==> config.mk <==
export PLATFORM = sky130hd
export DESIGN_NAME = axi4lite_slave_regfile
export DESIGN_NICKNAME = d
export VERILOG_FILES = /design/src/rtl/axi4lite_slave_regfile.sv
export SDC_FILE = /design/constraint.sdc
export NUM_CORES = 1
export LEC_CHECK = 0
export ABC_AREA = 1
export BUFFER_PORTS_ARGS = -buffer_cell sky130_fd_sc_hd__buf_2
export CORE_MARGIN = 3
export CORE_UTILIZATION = 40
export DETAILED_ROUTE_END_ITERATION = 8
export PLACE_DENSITY = 0.62
export SLEW_MARGIN = 20
export SYNTH_ARGS = -nofsm -noshare
export SYNTH_HDL_FRONTEND = slang
export SYNTH_SLANG_ARGS = --single-unit
export TNS_END_PERCENT = 50
==> constraint.sdc <==
create_clock -name s_axi_aclk -period 5.5 [get_ports s_axi_aclk]
set_input_delay 1.1 -clock s_axi_aclk [delete_from_list [all_inputs] [get_ports s_axi_aclk]]
set_output_delay 1.1 -clock s_axi_aclk [all_outputs]
set_load 0.05 [all_outputs]
==> src/rtl/axi4lite_slave_regfile.sv <==
// AXI4-Lite slave register file: NUM_REGS x 32-bit registers addressed by
// word index addr[31:2]. Independent read FSM and write path; out-of-range
// accesses answer SLVERR. Optional byte-strobe support is enabled by
// defining AXI4LITE_REGFILE_WSTRB_EN; without it every in-range write
// replaces the whole word.
module axi4lite_slave_regfile #(
    parameter int          NUM_REGS    = 16,
    parameter logic [31:0] RESET_VALUE = 32'h0000_0000
) (
    input  logic        s_axi_aclk,
    input  logic        s_axi_aresetn,
    input  logic [31:0] s_axi_araddr,
    input  logic        s_axi_arvalid,
    output logic        s_axi_arready,
    output logic [31:0] s_axi_rdata,
    output logic [1:0]  s_axi_rresp,
    output logic        s_axi_rvalid,
    input  logic        s_axi_rready,
    input  logic [31:0] s_axi_awaddr,
    input  logic        s_axi_awvalid,
    output logic        s_axi_awready,
    input  logic [31:0] s_axi_wdata,
    input  logic [3:0]  s_axi_wstrb,
    input  logic        s_axi_wvalid,
    output logic        s_axi_wready,
    output logic [1:0]  s_axi_bresp,
    output logic        s_axi_bvalid,
    input  logic        s_axi_bready
);

    localparam int          IDX_W      = (NUM_REGS > 1) ? $clog2(NUM_REGS) : 1;
    localparam logic [1:0]  RESP_OKAY  = 2'b00;
    localparam logic [1:0]  RESP_SLV   = 2'b10;

    typedef enum logic {
        R_IDLE = 1'b0,
        R_DATA = 1'b1
    } rd_state_t;

    // Merge new data into an old word, byte lane k taken from new when strb[k].
    function automatic logic [31:0] merge_bytes(input logic [31:0] old_word,
                                                input logic [31:0] new_word,
                                                input logic [3:0]  strb);
        logic [31:0] res;
        res = old_word;
        for (int k = 0; k < 4; k++) begin
            if (strb[k]) begin
                res[8*k +: 8] = new_word[8*k +: 8];
            end
        end
        return res;
    endfunction

    // Register storage and state
    logic [31:0]      regs_r [NUM_REGS];
    rd_state_t        rd_state_r;
    rd_state_t        rd_state_s;
    logic [31:0]      rdata_r;
    logic [1:0]       rresp_r;
    logic             aw_held_r;
    logic             w_held_r;
    logic [31:0]      awaddr_r;
    logic [31:0]      wdata_r;
    logic [3:0]       wstrb_r;
    logic             bvalid_r;
    logic [1:0]       bresp_r;

    // Combinational helpers
    logic             arready_s;
    logic             rvalid_s;
    logic             ar_hs_s;
    logic             rd_in_range_s;
    logic [IDX_W-1:0] rd_idx_s;
    logic [31:0]      rd_word_s;
    logic             awready_s;
    logic             wready_s;
    logic             aw_hs_s;
    logic             w_hs_s;
    logic             commit_s;
    logic [31:0]      wr_addr_s;
    logic [31:0]      wr_data_s;
    logic [3:0]       wr_strb_s;
    logic             wr_in_range_s;
    logic [IDX_W-1:0] wr_idx_s;
    logic [31:0]      wr_word_s;
    logic             unused_s;

    assign rd_in_range_s = (s_axi_araddr[31:2] < 30'(NUM_REGS));
    assign rd_idx_s      = s_axi_araddr[IDX_W+1:2];

    assign awready_s     = !aw_held_r && !bvalid_r;
    assign wready_s      = !w_held_r && !bvalid_r;
    assign aw_hs_s       = s_axi_awvalid && awready_s;
    assign w_hs_s        = s_axi_wvalid && wready_s;
    assign commit_s      = (aw_held_r || aw_hs_s) && (w_held_r || w_hs_s);
    assign wr_in_range_s = (wr_addr_s[31:2] < 30'(NUM_REGS));
    assign wr_idx_s      = wr_addr_s[IDX_W+1:2];

    // Sub-word address bits and (without strobes) the strobe path are unused.
    assign unused_s = ^{s_axi_araddr[1:0], wr_addr_s[1:0], wr_strb_s};

    // Read FSM next-state and handshake decode.
    always_comb begin
        rd_state_s = rd_state_r;
        arready_s  = 1'b0;
        rvalid_s   = 1'b0;
        ar_hs_s    = 1'b0;
        case (rd_state_r)
            R_IDLE: begin
                arready_s = 1'b1;
                if (s_axi_arvalid) begin
                    ar_hs_s    = 1'b1;
                    rd_state_s = R_DATA;
                end else begin
                    rd_state_s = R_IDLE;
                end
            end
            R_DATA: begin
                rvalid_s = 1'b1;
                if (s_axi_rready) begin
                    rd_state_s = R_IDLE;
                end else begin
                    rd_state_s = R_DATA;
                end
            end
            default: begin
                rd_state_s = R_IDLE;
            end
        endcase
    end

    // Read word selection; out-of-range reads return zero.
    always_comb begin
        rd_word_s = 32'h0000_0000;
        if (rd_in_range_s) begin
            rd_word_s = regs_r[rd_idx_s];
        end else begin
            rd_word_s = 32'h0000_0000;
        end
    end

    // Read FSM state register.
    always_ff @(posedge s_axi_aclk or negedge s_axi_aresetn) begin
        if (!s_axi_aresetn) begin
            rd_state_r <= R_IDLE;
        end else begin
            rd_state_r <= rd_state_s;
        end
    end

    // Capture read data/response on the AR handshake; held through R_DATA.
    always_ff @(posedge s_axi_aclk or negedge s_axi_aresetn) begin
        if (!s_axi_aresetn) begin
            rdata_r <= 32'h0000_0000;
            rresp_r <= RESP_OKAY;
        end else if (ar_hs_s) begin
            rdata_r <= rd_word_s;
            rresp_r <= rd_in_range_s ? RESP_OKAY : RESP_SLV;
        end
    end

    // Pick held or live AW/W values for the commit.
    always_comb begin
        wr_addr_s = s_axi_awaddr;
        wr_data_s = s_axi_wdata;
        wr_strb_s = s_axi_wstrb;
        if (aw_held_r) begin
            wr_addr_s = awaddr_r;
        end else begin
            wr_addr_s = s_axi_awaddr;
        end
        if (w_held_r) begin
            wr_data_s = wdata_r;
            wr_strb_s = wstrb_r;
        end else begin
            wr_data_s = s_axi_wdata;
            wr_strb_s = s_axi_wstrb;
        end
    end

    // Word written on commit: strobe-merged or full replacement.
    always_comb begin
        wr_word_s = wr_data_s;
`ifdef AXI4LITE_REGFILE_WSTRB_EN
        wr_word_s = merge_bytes(regs_r[wr_idx_s], wr_data_s, wr_strb_s);
`else
        wr_word_s = wr_data_s;
`endif
    end

    // AW/W hold flags and B channel; commit clears both flags and raises bvalid.
    always_ff @(posedge s_axi_aclk or negedge s_axi_aresetn) begin
        if (!s_axi_aresetn) begin
            aw_held_r <= 1'b0;
            w_held_r  <= 1'b0;
            awaddr_r  <= 32'h0000_0000;
            wdata_r   <= 32'h0000_0000;
            wstrb_r   <= 4'h0;
            bvalid_r  <= 1'b0;
            bresp_r   <= RESP_OKAY;
        end else if (commit_s) begin
            aw_held_r <= 1'b0;
            w_held_r  <= 1'b0;
            bvalid_r  <= 1'b1;
            bresp_r   <= wr_in_range_s ? RESP_OKAY : RESP_SLV;
        end else begin
            if (aw_hs_s) begin
                aw_held_r <= 1'b1;
                awaddr_r  <= s_axi_awaddr;
            end
            if (w_hs_s) begin
                w_held_r <= 1'b1;
                wdata_r  <= s_axi_wdata;
                wstrb_r  <= s_axi_wstrb;
            end
            if (bvalid_r && s_axi_bready) begin
                bvalid_r <= 1'b0;
            end
        end
    end

    // Register array: reset to RESET_VALUE, in-range commits update one word.
    always_ff @(posedge s_axi_aclk or negedge s_axi_aresetn) begin
        if (!s_axi_aresetn) begin
            for (int i = 0; i < NUM_REGS; i++) begin
                regs_r[i] <= RESET_VALUE;
            end
        end else if (commit_s && wr_in_range_s) begin
            regs_r[wr_idx_s] <= wr_word_s;
        end
    end

    assign s_axi_arready = arready_s;
    assign s_axi_rvalid  = rvalid_s;
    assign s_axi_rdata   = rdata_r;
    assign s_axi_rresp   = rresp_r;
    assign s_axi_awready = awready_s;
    assign s_axi_wready  = wready_s;
    assign s_axi_bvalid  = bvalid_r;
    assign s_axi_bresp   = bresp_r;

endmodule

# == Yosys cells after proc, flatten, opt, wreduce, memory -nomap -nowiden ==
# Cells that the tools add are included.
# Widths: inputs -> output; s select.
# word_totals
register_bits,616
ramBits,0
latch_bits,0
elab_cells,75
output_inout_bits,41
rom_bits,0
inputBits,107
n_memories,0
# classes
add_sub_neg,0
bitwise_logic,4
reduce_logical,18
n_mux,23
n_eq_ne,0
shifts,0
n_lt_le_gt_ge,5
div_mod_pow,0
n_mul,0
# ops
op,n
$bwmux 512,1
$mux 32,6
$bmux 32 s4,1
$demux 32 s4,1
$lt 30x5->1 const B,2
$mux 1,11
$ge 5x5->1 const B,2
$not 4->5,2
$logic_and 1x1->1,8
$reduce_bool 2->1,3
$lt 5x1->1 const B,1
$mux 2,2
$reduce_and 2->1,2
$logic_not 1->1,3
$logic_or 1x1->1,2
$not 1->1,2
$pmux 1 s2,1

# == Depth between registers and ports, before layout ==
# Gate-level depths: netlist (run 1).
# logic_depth
ltp_word,7
mapped_depth,11
mapped_depth_nobuf,9

# == Worst setup path after synthesis (run 1) ==
# Ideal clock, no wire load.
# synth_timing
path_type,input-to-reg
startpoint,in s_axi_wvalid
endpoint,reg regs_r[484] (netlist bit)
arrival_time_ps,2333
path_buffers,2
cell_stages,9
path_slack_ps,3050
required_time_ps,5383
setup_time_ps,117
path_cell_list,a21oi_1 nor2_1 nand2_1 nor2_2 buf_2 nand4_1 clkbuf_1 nand2_1 nand2_1
# synth_between
elab_chain_cells,4
# synth_rtl
element,line,text
"start, declared",24,"input logic s_axi_wvalid,"
$logic_and 1x1->1,94,assign w_hs_s = s_axi_wvalid && wready_s;
$logic_or 1x1->1,95,assign commit_s = (aw_held_r || aw_hs_s) && (w_held_r || w_hs_s);
$logic_and 1x1->1,95,
$logic_and 1x1->1,228,end else if (commit_s && wr_in_range_s) begin
"end signal, assigned by index",229,regs_r[wr_idx_s] <= wr_word_s;
"end, declared",55,logic [31:0] regs_r [NUM_REGS];
# Every way passes these cells.
# A chain may end at the register's enable or synchronous reset.

# == Final worst setup path (run 1) ==
# layout_timing
startpoint,reg w_held_r
endpoint,out s_axi_wready
# layout_between
elab_chain_cells,2
# layout_rtl
element,line,text
"start, declared",61,logic w_held_r;
"start signal, assigned",195,w_held_r <= 1'b0;
"start signal, assigned",203,w_held_r <= 1'b0;
"start signal, assigned",212,w_held_r <= 1'b1;
$logic_not 1->1,92,assign wready_s = !w_held_r && !bvalid_r;
$logic_and 1x1->1,92,
"end, declared",25,"output logic s_axi_wready,"
# Every way passes these cells.

==> results of run 1 <==
power groups by stage:
| stage | clock network, mW | registers, mW | logic [mW] |
|---|---|---|---|
| 2_1_floorplan | 0 | 4.92 | 1.31 |
| 3_3_place_gp | 0 | 4.93 | 2.33 |
| 3_5_place_dp | 0 | 4.94 | 2.34 |
| 4_1_cts | 4.69 | 4.86 | 2.35 |
| 5_1_grt | 4.88 | 4.89 | 2.54 |
| 6_report | 4.62 | 4.86 | 2.37 |
sequential cells by signal (all words and copies together), names as in the netlist:
name,flops
rd_state_r,1
s_axi_bresp,1
regs_r,512
wdata_r,32
s_axi_rresp,1
s_axi_bvalid,1
aw_held_r,1
awaddr_r,30
w_held_r,1
s_axi_rdata,32
synth_stat cells, drive strengths merged:
cell type,number
nand3,1000
nor2,61
clkbuf,237
nor4,1
nand2,1704
conb,1
buf,81
nand4,17
nor3,6
or2,1
o22ai,1
mux2,20
and2,3
inv,59
dfrtp,612
o21ai,76
a21oi,6
cell type report:
class	instances	area share
Inverter	59	0.006963
Sequential cell	612	0.4607
Tap cell	950	0.03575
Antenna cell	1	0.00007527
Clock buffer	110	0.06300
Timing Repair Buffer	231	0.04821
Clock inverter	14	0.004291
Multi-Input combinational cell	2898	0.3810
critical path, cell delays in order (launching register included):
cell                      delay (ps)
sky130_fd_sc_hd__dfrtp_2         360
sky130_fd_sc_hd__buf_4           560
sky130_fd_sc_hd__nor2_1          180
sky130_fd_sc_hd__buf_2           260
per-layer routing:
layer	vias to the layer above	global-route usage	routed length, um
li1	12530	-	-
met1	12670	0.3476	42580
met2	927	0.4091	45920
met3	145	0.03541	6784
met4	0	0.07152	2174
met5	-	0	0
cells by family after synthesis:
family,after synthesis,synth area share
compound gates,83,0.01422
buf+inv,377,0.05198
flops,612,0.5228
mux,20,0.007688
other cells,1,0.0001280
simple gates,2793,0.4032
stage by stage:
step           power, mW  instances    util  worst slack (ps)
6_report           11.85       4875  0.4619              2428
5_1_grt            12.31       4874  0.4618              2219
4_1_cts            11.90       4874  0.4618              2351
3_5_place_dp       7.288       4750  0.4307              2000
3_3_place_gp       7.258       4750  0.4306              1985
2_1_floorplan      6.228       3887       -              3050
final timing paths:
| path | start | end | slack, ps | cells past startpoint |
|---|---|---|---|---|
| hold / removal | regs_r[412] | regs_r[412] | 470 | 2 |
| min in group asynchronous | s_axi_aresetn | s_axi_rdata[16] | 540 | 1 |
| setup / recovery | w_held_r | s_axi_wready | 2430 | 3 |
| hold reg to reg | regs_r[412] | regs_r[412] | 470 | 2 |
| setup reg to reg | aw_held_r | regs_r[289] | 2480 | 10 |
| max in group asynchronous | s_axi_aresetn | regs_r[15] | 3700 | 2 |
==> qor.json, run 1 <==
{
  "route": {
    "drt_iter0_drc": 2925,
    "vias": 26270,
    "postRouteAntennaNets": 0,
    "drt_pass1_iterations": 6,
    "wl_per_cell_um": 19.99,
    "viasPerCell": 5.389,
    "drc": 0,
    "postRouteWirelength_mm": 97.45
  },
  "clock_network": {
    "worst_setup_hold_path_clk_slew_ps": 60,
    "post_cts_hold_buffer_count": 0,
    "cts-resized-gates": 0,
    "cts_setup_buffers": 0,
    "clock_sinks": 612,
    "cts-buffers-inserted": 69,
    "cts_max_level": 3,
    "clockRootBuffer": "sky130_fd_sc_hd__clkbuf_16",
    "clock_path_buffers": 3,
    "insertion_delay_ps": 620,
    "clock_tree_from_tritoncts": "done"
  },
  "final_layout": {
    "area_of_the_multi_input_gates_um2": 12670,
    "final_layout_size_suffix_gt1_frac": 0.1017,
    "layout_common_cells": "1702 x sky130_fd_sc_hd__nand2_1, 999 x sky130_fd_sc_hd__nand3_1, 611 x sky130_fd_sc_hd__dfrtp_1",
    "mostFrequentLayoutCell": "sky130_fd_sc_hd__nand2_1",
    "num-nets-final": 3978,
    "syn_to_final_growth_pct": 13.48,
    "layout.filler_cells": 7184,
    "layout.area.seq_um2": 15320,
    "fin_area_um2": 33240
  },
  "timing": {
    "final_critical_path_required_period_ps": 3072,
    "timing.clock.skew_ps": 20.17,
    "worst_hold_slack_ps": 468.1,
    "setup_tns_ps": 0,
    "achievable-frequency_mhz": 325.5,
    "post-route-period-util": 0.5585,
    "drv_slew": 0,
    "setup-violations-final": 0,
    "timing_worst_slew_pin_value_ps": 1165,
    "fin_hold_viols": 0,
    "slew-limit-headroom": 0.2234,
    "grt_setup_unrepaired": "no"
  },
  "global_route": {
    "antenna_found_initial": 0,
    "global_route.overflow_total": 0,
    "vias_in_the_first_global_route": 24820,
    "global_route_usage_sum": 0.2500,
    "first_pass_grt_wire_length_mm": 151.1,
    "grt_max_degree": 159
  },
  "synth": {
    "yosys_warnings": 0,
    "synth_top_area_cell": "sky130_fd_sc_hd__dfrtp_1",
    "postSynthRegisterBits": 612,
    "synth_top_area_share": 0.5228,
    "synthesis.area_um2": 29300,
    "post_synth.cell_area_avg_um2": 7.539,
    "gate_count_after_technology_mapping": 3886,
    "synth_area_leaders": "sky130_fd_sc_hd__dfrtp_1 52%, sky130_fd_sc_hd__nand2_1 22%, sky130_fd_sc_hd__nand3_1 17%",
    "proportion_of_synthesized_chip_area_in_sequential_cells": 0.5228,
    "synthDistinctLibCells": 25
  },
  "place": {
    "place_hpwl_mm": 54.71,
    "buffer_ports.inserted": 137,
    "placement.cell_area_um2": 31000,
    "place.gp.congestion": 0.8001
  },
  "floorplan": {
    "height_of_the_die_um": 276.6,
    "die-width_um": 276.6,
    "core_area_um2": 71980,
    "std_cell_rows": 98,
    "fp.dieArea_um2": 76520,
    "initial_core_util": 0.4070,
    "top_level_ports": 148
  },
  "pwr": {
    "power.density_nw_per_um2": 356.4,
    "leakage_nw": 17.30,
    "p_comb_frac": 0.200,
    "vdd.ir_drop.worst_v": 0.0002417,
    "clockPowerShare": 0.390,
    "switching_share": 0.3305,
    "net-switching-power_mw": 3.915,
    "seq_power_share": 0.411,
    "internal_cell_power_mw": 7.932
  },
  "setup_path": {
    "path_class": "flip-flop to output pin",
    "crit_arrival_ps": 1970,
    "critPathMaxFanout": 65,
    "critPathLaunchType": "flip-flop",
    "worstSetupEndpointType": "output pin",
    "critPathRequiredTime_ps": 4400
  },
  "worst_hold_path": {
    "timing.hold.worst.class": "flip-flop to flip-flop"
  },
  "job": {
    "timing.max_cap.violations": 0
  },
  "status": {
    "outcome": "finished clean"
  }
}
(Power assumes the default switching activity.)
==> run 2: changes to the inputs <==
--- a/config.mk
+++ b/config.mk
@@ -5,7 +5,7 @@
 export SDC_FILE = /design/constraint.sdc
 export NUM_CORES = 1
 export LEC_CHECK = 0
-export ABC_AREA = 1
+export ABC_AREA = 0
 export BUFFER_PORTS_ARGS = -buffer_cell sky130_fd_sc_hd__buf_2
 export CORE_MARGIN = 3
 export CORE_UTILIZATION = 40
==> constraint.sdc (replaced) <==
create_clock -name s_axi_aclk -period 2.85 [get_ports s_axi_aclk]
set_input_delay 0.57 -clock s_axi_aclk [delete_from_list [all_inputs] [get_ports s_axi_aclk]]
set_output_delay 0.57 -clock s_axi_aclk [all_outputs]
set_load 0.05 [all_outputs]
==> qor.json, run 2 <==
{
  "timing": {
    "grt_setup_unrepaired": "no",
    "fin_hold_viols": {"value": 0, "change": "unchanged"},
    "final_critical_path_required_period_ps": 2525,
    "timing.clock.skew": {"value": 21.51, "unit": "ps", "change": "+1.343 ps"},
    "post-route-period-util": 0.8858,
    "drv_slew": {"value": 0, "change": "unchanged"},
    "slew-limit-headroom": {"value": 0.2251, "change": "+0.001661"},
    "setup-violations-final": {"value": 0, "change": "unchanged"},
    "achievable-frequency_mhz": 396.1,
    "worst_hold_slack": {"value": 166.2, "unit": "ps", "change": "-301.9 ps"},
    "timing_worst_slew_pin_value": {"value": 1162, "unit": "ps", "change": "-2.491 ps"},
    "setup_tns": {"value": 0, "unit": "ps", "change": "unchanged"}
  },
  "clock_network": {
    "worst_setup_hold_path_clk_slew": {"value": 60, "unit": "ps", "change": "about the same"},
    "cts_setup_buffers": {"value": 0, "change": "unchanged"},
    "cts_max_level": {"value": 3, "change": "unchanged"},
    "insertion_delay": {"value": 600, "unit": "ps", "change": "-20 ps"},
    "post_cts_hold_buffer_count": {"value": 1, "change": "+1"},
    "clockRootBuffer": "sky130_fd_sc_hd__clkbuf_16",
    "clock_path_buffers": {"value": 3, "change": "unchanged"},
    "cts-buffers-inserted": {"value": 68, "change": "-1.4%"},
    "clock_sinks": {"value": 612, "change": "unchanged"},
    "clock_tree_from_tritoncts": "done",
    "cts-resized-gates": {"value": 0, "change": "unchanged"}
  },
  "final_layout": {
    "num-nets-final": {"value": 1970, "change": "-50%"},
    "final_layout_size_suffix_gt1_frac": {"value": 0.5463, "change": "+0.4446"},
    "mostFrequentLayoutCell": "sky130_fd_sc_hd__dfrtp_1",
    "layout_common_cells": "611 x sky130_fd_sc_hd__dfrtp_1, 581 x sky130_fd_sc_hd__mux2_2, 134 x sky130_fd_sc_hd__buf_2",
    "fin_area": {"value": 31840, "unit": "um2", "change": "-4.2%"},
    "layout.filler_cells": {"value": 5739, "change": "-20%"},
    "max_flop_register": "regs_r",
    "largest_register_ff_count": {"value": 512, "change": "unchanged"},
    "syn_to_final_growth_pct": 15.89,
    "n_antenna_cell": {"value": 0, "change": "-1"}
  },
  "floorplan": {
    "die-width": {"value": 268.1, "unit": "um", "change": "-3.1%"},
    "fp.dieArea": {"value": 71870, "unit": "um2", "change": "-6.1%"},
    "top_level_ports": {"value": 148, "change": "unchanged"},
    "height_of_the_die": {"value": 268.1, "unit": "um", "change": "-3.1%"},
    "initial_core_util": {"value": 0.4063, "change": "-0.0007631"},
    "std_cell_rows": {"value": 95, "change": "-3.1%"},
    "core_area": {"value": 67630, "unit": "um2", "change": "-6.0%"}
  },
  "synth": {
    "post_synth.cell_area_avg": {"value": 15.81, "unit": "um2", "change": "+110%"},
    "asyncSetResetFlopFracSynth": {"value": 1.000, "change": "unchanged"},
    "synth_top_area_share": {"value": 0.5574, "change": "+0.03461"},
    "yosysMostFrequentCell": "sky130_fd_sc_hd__dfrtp_1",
    "postSynthRegisterBits": {"value": 612, "change": "unchanged"},
    "synth_top_area_cell": "sky130_fd_sc_hd__dfrtp_1",
    "proportion_of_synthesized_chip_area_in_sequential_cells": {"value": 0.5574, "change": "+0.03461"},
    "synthesis.area": {"value": 27480, "unit": "um2", "change": "-6.2%"},
    "synth_enable_flop_cells": {"value": 0, "change": "unchanged"},
    "ys.flop_type": "sky130_fd_sc_hd__dfrtp_1",
    "synth_commonest_cells": "612 x sky130_fd_sc_hd__dfrtp_1, 581 x sky130_fd_sc_hd__mux2_2, 128 x sky130_fd_sc_hd__mux4_2",
    "synthDistinctLibCells": {"value": 35, "change": "+40%"},
    "synth_area_leaders": "sky130_fd_sc_hd__dfrtp_1 56%, sky130_fd_sc_hd__mux2_2 24%, sky130_fd_sc_hd__mux4_2 10%",
    "gate_count_after_technology_mapping": {"value": 1738, "change": "-55%"},
    "yosys_warnings": {"value": 0, "change": "unchanged"}
  },
  "route": {
    "postRouteWirelength": {"value": 67.01, "unit": "mm", "change": "-31%"},
    "vias": {"value": 15680, "change": "-40%"},
    "viasPerCell": {"value": 5.629, "change": "+4.5%"},
    "drt_iter0_drc": {"value": 936, "change": "-68%"},
    "drc": {"value": 0, "change": "unchanged"},
    "wl_per_cell": {"value": 24.05, "unit": "um", "change": "+20%"},
    "drt_pass1_iterations": {"value": 5, "change": "-1"},
    "postRouteAntennaNets": {"value": 0, "change": "unchanged"}
  },
  "worst_hold_path": {
    "timing.hold.worst.class": "primary input to flip-flop"
  },
  "pwr": {
    "power.density": {"value": 661.1, "unit": "nW/um2", "change": "+86%"},
    "final_total_pwr": {"value": 21.05, "unit": "mW", "change": "+78%"},
    "leakage": {"value": 15.58, "unit": "nW", "change": "-9.9%"},
    "vdd.ir_drop.worst": {"value": 0.0005555, "unit": "V", "change": "+130%"}
  },
  "place": {
    "place_hpwl": {"value": 39.97, "unit": "mm", "change": "-27%"},
    "buffer_ports.inserted": {"value": 137, "change": "unchanged"},
    "placement.cell_area": {"value": 29580, "unit": "um2", "change": "-4.6%"},
    "place.gp.congestion": {"value": 0.7265, "change": "-9.2%"}
  },
  "global_route": {
    "vias_in_the_first_global_route": {"value": 16940, "change": "-32%"},
    "first_pass_grt_wire_length": {"value": 102.7, "unit": "mm", "change": "-32%"},
    "global_route.overflow_total": {"value": 0, "change": "unchanged"},
    "antenna_found_initial": {"value": 1, "change": "+1"},
    "globalRoute.busiestLayer": "met2",
    "global_route_usage_sum": {"value": 0.1890, "change": "-0.06099"},
    "grt_util_met1": {"value": 0.2545, "change": "-0.09311"},
    "global_route.usage.met2": {"value": 0.3197, "change": "-0.08944"},
    "grt_max_degree": {"value": 88, "change": "-45%"},
    "global_route_track_usage_on_met3": {"value": 0.03067, "change": "-0.004735"}
  },
  "setup_path": {
    "critPathRequiredTime": {"value": 3320, "unit": "ps", "change": "-1080 ps"},
    "crit_arrival": {"value": 3000, "unit": "ps", "change": "+1030 ps"},
    "critPathLaunchType": "flip-flop",
    "path_class": "flip-flop to flip-flop",
    "worstSetupEndpointType": "flip-flop",
    "critPathMaxFanout": {"value": 17, "change": "-74%"}
  },
  "job": {
    "timing.max_cap.violations": {"value": 0, "change": "unchanged"}
  },
  "status": {
    "outcome": "finished clean"
  }
}
==> run 2: cell count changes after synthesis, sizes merged, moves of 51 or more <==
| cell | delta |
|---|---|
| mux2 | +584 |
| clkbuf | -161 |
| inv | -51 |
| o21ai | -73 |
| mux4 | +128 |
| nand3 | -980 |
| nand2 | -1667 |
| a22oi | +66 |
==> run 2: logic make-up after synthesis <==
| logic type | share of synthesized area |
|---|---|
| mux | 0.3525 |
| flops | 0.5574 |
| buf+inv | 0.03065 |
| simple gates | 0.02582 |
| compound gates | 0.03356 |
| other cells | 0.0001365 |
==> run 2: layout make-up <==
class,count,area (um2),share of cell area
clock buffers,99,2031,0.06377
clock inverters,21,222.7,0.006994
inverters,8,30.03,0.0009430
multi-input cells,971,11400,0.3581
flip-flops and latches,612,15320,0.4810
well taps,873,1092,0.03430
repair buffers,202,1748,0.05489
==> run 2: worst max-delay path, cell delays in order, from the launching register on <==
cell                      delay [ps]
sky130_fd_sc_hd__dfrtp_1         560
sky130_fd_sc_hd__buf_4           260
sky130_fd_sc_hd__nor4b_2         240
sky130_fd_sc_hd__nand2_1         120
sky130_fd_sc_hd__o41ai_4         280
sky130_fd_sc_hd__buf_12          240
sky130_fd_sc_hd__nand3_4         110
sky130_fd_sc_hd__buf_4           260
sky130_fd_sc_hd__mux2_2          310
==> run 2: worst paths after layout <==
check | depth (start not counted) | endpoint | start | slack, ps
max | 8 | regs_r[467] | aw_held_r | 330
min | 2 | rd_state_r | s_axi_rready | 170
max reg2reg | 8 | regs_r[467] | aw_held_r | 330
min reg2reg | 1 | regs_r[395] | regs_r[395] | 490
max in group asynchronous | 3 | regs_r[334] | s_axi_aresetn | 1380
min in group asynchronous | 2 | aw_held_r | s_axi_aresetn | 550
==> run 2: routing by layer <==
metal | wire, um | share of wire
met5 | 0 | 0
met4 | 1221 | 0.018
met3 | 2735 | 0.041
met2 | 33420 | 0.50
met1 | 29640 | 0.44
==> run 2: power by group <==
group          internal (mW)  total [mW]  switching [mW]
combinational           1.01        2.82            1.81
sequential              9.16        9.47           0.308
clock                   5.23        8.76            3.53
==> run 2: through the flow <==
stage / util / setup WS [ps] / cells
global route: 0.4708 / 177.5 / 2786
finish: 0.4708 / 325.5 / 2786
floorplan: - / 381.1 / 1739
detailed placement: 0.4374 / 231.4 / 2665
CTS: 0.4708 / 294.0 / 2786
global placement: 0.4374 / 203.7 / 2665
==> run 3: changes to the inputs <==
--- a/config.mk
+++ b/config.mk
@@ -5,13 +5,14 @@
 export SDC_FILE = /design/constraint.sdc
 export NUM_CORES = 1
 export LEC_CHECK = 0
-export ABC_AREA = 0
+export ABC_AREA = 1
 export BUFFER_PORTS_ARGS = -buffer_cell sky130_fd_sc_hd__buf_2
 export CORE_MARGIN = 3
 export CORE_UTILIZATION = 40
+export CTS_CLUSTER_DIAMETER = 50
 export DETAILED_ROUTE_END_ITERATION = 8
 export PLACE_DENSITY = 0.62
-export SLEW_MARGIN = 20
+export SLEW_MARGIN = 30
 export SYNTH_ARGS = -nofsm -noshare
 export SYNTH_HDL_FRONTEND = slang
 export SYNTH_SLANG_ARGS = --single-unit
==> qor.json, run 3 (synthesis results as in run 1) <==
{
  "status": {
    "outcome": "finished clean"
  },
  "final_layout": {
    "syn_to_final_growth_pct": 17.17,
    "largest_register_ff_count": {"value": 512, "change": "unchanged"},
    "fin_area": {"value": 34320, "unit": "um2", "change": "+7.8%"},
    "layout_common_cells": "1702 x sky130_fd_sc_hd__nand2_1, 999 x sky130_fd_sc_hd__nand3_1, 611 x sky130_fd_sc_hd__dfrtp_1",
    "layout.filler_cells": {"value": 7152, "change": "+25%"},
    "n_antenna_cell": {"value": 0, "change": "unchanged"},
    "max_flop_register": "regs_r",
    "mostFrequentLayoutCell": "sky130_fd_sc_hd__nand2_1",
    "final_layout_size_suffix_gt1_frac": {"value": 0.1179, "change": "-0.4284"},
    "num-nets-final": {"value": 4051, "change": "+110%"}
  },
  "global_route": {
    "global_route_usage_sum": {"value": 0.2577, "change": "+0.06869"},
    "vias_in_the_first_global_route": {"value": 25960, "change": "+53%"},
    "first_pass_grt_wire_length": {"value": 155.9, "unit": "mm", "change": "+52%"},
    "antenna_found_initial": {"value": 1, "change": "unchanged"},
    "grt_max_degree": {"value": 135, "change": "+53%"},
    "global_route.overflow_total": {"value": 0, "change": "unchanged"}
  },
  "route": {
    "drc": {"value": 0, "change": "unchanged"},
    "postRouteAntennaNets": {"value": 0, "change": "unchanged"},
    "viasPerCell": {"value": 5.449, "change": "-3.2%"},
    "drt_iter0_drc": {"value": 3024, "change": "+220%"},
    "postRouteWirelength": {"value": 99.84, "unit": "mm", "change": "+49%"},
    "vias": {"value": 26990, "change": "+72%"},
    "wl_per_cell": {"value": 20.16, "unit": "um", "change": "-16%"},
    "drt_pass1_iterations": {"value": 6, "change": "+1"}
  },
  "floorplan": {
    "std_cell_rows": {"value": 98, "change": "+3.2%"},
    "height_of_the_die": {"value": 276.6, "unit": "um", "change": "+3.2%"},
    "core_area": {"value": 71980, "unit": "um2", "change": "+6.4%"},
    "fp.dieArea": {"value": 76520, "unit": "um2", "change": "+6.5%"},
    "initial_core_util": {"value": 0.4070, "change": "+0.0007631"},
    "die-width": {"value": 276.6, "unit": "um", "change": "+3.2%"},
    "top_level_ports": {"value": 148, "change": "unchanged"}
  },
  "setup_path": {
    "critPathRequiredTime": {"value": 3360, "unit": "ps", "change": "+40 ps"},
    "worstSetupEndpointType": "flip-flop",
    "critPathMaxFanout": {"value": 16, "change": "-1"},
    "critPathLaunchType": "flip-flop",
    "path_class": "flip-flop to flip-flop",
    "regToRegSetupSlack": {"value": 230, "unit": "ps", "change": "-90 ps"},
    "crit_arrival": {"value": 3120, "unit": "ps", "change": "+120 ps"}
  },
  "pwr": {
    "switching_share": {"value": 0.3269, "change": "+0.05888"},
    "vdd.ir_drop.worst": {"value": 0.0004040, "unit": "V", "change": "-27%"},
    "leakage": {"value": 17.86, "unit": "nW", "change": "+15%"},
    "power.density": {"value": 707.7, "unit": "nW/um2", "change": "+7.1%"},
    "seq_power_share": {"value": 0.388, "change": "-0.062"},
    "clockPowerShare": {"value": 0.414, "change": "-0.002"},
    "net-switching-power": {"value": 7.940, "unit": "mW", "change": "+41%"},
    "p_comb_frac": {"value": 0.199, "change": "+0.065"},
    "final_total_pwr": {"value": 24.29, "unit": "mW", "change": "+15%"},
    "internal_cell_power": {"value": 16.35, "unit": "mW", "change": "+6.1%"}
  },
  "timing": {
    "setup-violations-final": {"value": 0, "change": "unchanged"},
    "fin_hold_viols": {"value": 0, "change": "unchanged"},
    "worst_hold_slack": {"value": 135.2, "unit": "ps", "change": "-31.00 ps"},
    "drv_slew": {"value": 0, "change": "unchanged"},
    "slew-limit-headroom": {"value": 0.5058, "change": "+0.2808"},
    "final_critical_path_required_period": {"value": 2617, "unit": "ps", "change": "+92.21 ps"},
    "grt_setup_unrepaired": "no",
    "setup_tns": {"value": 0, "unit": "ps", "change": "unchanged"},
    "timing.final.ws_setup": {"value": 233.3, "unit": "ps", "change": "-92.21 ps"},
    "timing.clock.skew": {"value": 26.52, "unit": "ps", "change": "+5.011 ps"},
    "timing_worst_slew_pin_value": {"value": 741.1, "unit": "ps", "change": "-421.2 ps"},
    "post-route-period-util": {"value": 0.9181, "change": "+0.03235"},
    "achievable-frequency": {"value": 382.2, "unit": "MHz", "change": "-3.5%"}
  },
  "clock_network": {
    "clock_path_buffers": {"value": 3, "change": "unchanged"},
    "cts-buffers-inserted": {"value": 76, "change": "+12%"},
    "clockRootBuffer": "sky130_fd_sc_hd__clkbuf_16",
    "cts_max_level": {"value": 3, "change": "unchanged"},
    "worst_setup_hold_path_clk_slew": {"value": 50, "unit": "ps", "change": "about the same"},
    "clock_tree_from_tritoncts": "done",
    "cts_setup_buffers": {"value": 0, "change": "unchanged"},
    "clock_sinks": {"value": 612, "change": "unchanged"},
    "cts-resized-gates": {"value": 0, "change": "unchanged"},
    "insertion_delay": {"value": 640, "unit": "ps", "change": "+40 ps"}
  },
  "place": {
    "buffer_ports.inserted": {"value": 137, "change": "unchanged"},
    "placement.cell_area": {"value": 31710, "unit": "um2", "change": "+7.2%"},
    "place.gp.congestion": {"value": 0.8063, "change": "+11%"},
    "place_hpwl": {"value": 56.06, "unit": "mm", "change": "+40%"},
    "place_ws": {"value": 300.9, "unit": "ps", "change": "+69.52 ps"}
  },
  "worst_hold_path": {
    "timing.hold.worst.class": "primary input to flip-flop"
  },
  "job": {
    "timing.max_cap.violations": {"value": 0, "change": "unchanged"}
  }
}
run 3: changes by cell type in the layout (fill, tap and decap cells not counted), sizes merged, moves of 32 or more:
cell and delta:
mux2 -584, nor2 +47, buf +95, nand2 +1667
mux4 -128, nand3 +980, o21ai +73, a22oi -66
inv +57, a22o -32
run 3: final timing paths:
path	from	endpoint	depth (start not counted)
min in group asynchronous	s_axi_aresetn	regs_r[140]	2
max in group asynchronous	s_axi_aresetn	w_held_r	3
max reg2reg	aw_held_r	regs_r[143]	8
max	aw_held_r	regs_r[143]	8
min	s_axi_bready	s_axi_bvalid	2
min reg2reg	regs_r[114]	regs_r[114]	2
run 3: timing repair:
item	in CTS	in global routing
endpoints found under the setup margin	0	0
hold endpoints to repair	42	0
hold buffers	1	0
run 3: final cells by class:
| cell class | instances | area (um2) | area share |
|---|---|---|---|
| flip-flops and latches | 612 | 15320 | 0.4462 |
| multi-input cells | 2898 | 12610 | 0.3674 |
| repair buffers | 297 | 2376 | 0.06922 |
| clock buffers | 100 | 2136 | 0.06222 |
| well taps | 950 | 1189 | 0.03463 |
| clock inverters | 37 | 466.7 | 0.01360 |
| inverters | 59 | 231.5 | 0.006744 |
run 3: per-layer routing:
metal  vias to the layer above  GRT usage  part of all wire
li1                      12700          -                 -
met1                     12990     0.3626              0.43
met2                      1105     0.4083              0.46
met3                       199    0.03971             0.079
met4                         2    0.08634             0.028
met5                         -          0           0.00012
run 3: stage by stage:
step | util | std cells
3_5_place_dp | 0.4406 | 4815
3_3_place_gp | 0.4404 | 4815
2_1_floorplan | - | 3887
5_1_grt | 0.4769 | 4953
6_report | 0.4769 | 4953
4_1_cts | 0.4769 | 4953
run 3: power groups by stage:
| stage | combinational (mW) | clock (mW) | sequential [mW] |
|---|---|---|---|
| 5_1_grt | 5.15 | 10.6 | 9.47 |
| 2_1_floorplan | 2.52 | 0 | 9.50 |
| 3_5_place_dp | 4.75 | 0 | 9.57 |
| 4_1_cts | 4.76 | 10.2 | 9.42 |
| 6_report | 4.83 | 10.0 | 9.42 |
| 3_3_place_gp | 4.71 | 0 | 9.55 |
run 3: worst max-delay path: stages (launching register included):
cell                      delay (ps)
sky130_fd_sc_hd__dfrtp_1         710
sky130_fd_sc_hd__o21ai_1         220
sky130_fd_sc_hd__inv_1           110
sky130_fd_sc_hd__nand2_1         240
sky130_fd_sc_hd__nor2_4          180
sky130_fd_sc_hd__nand4_1         470
sky130_fd_sc_hd__buf_4           420
sky130_fd_sc_hd__nand2_1          90
sky130_fd_sc_hd__nand2_1          50
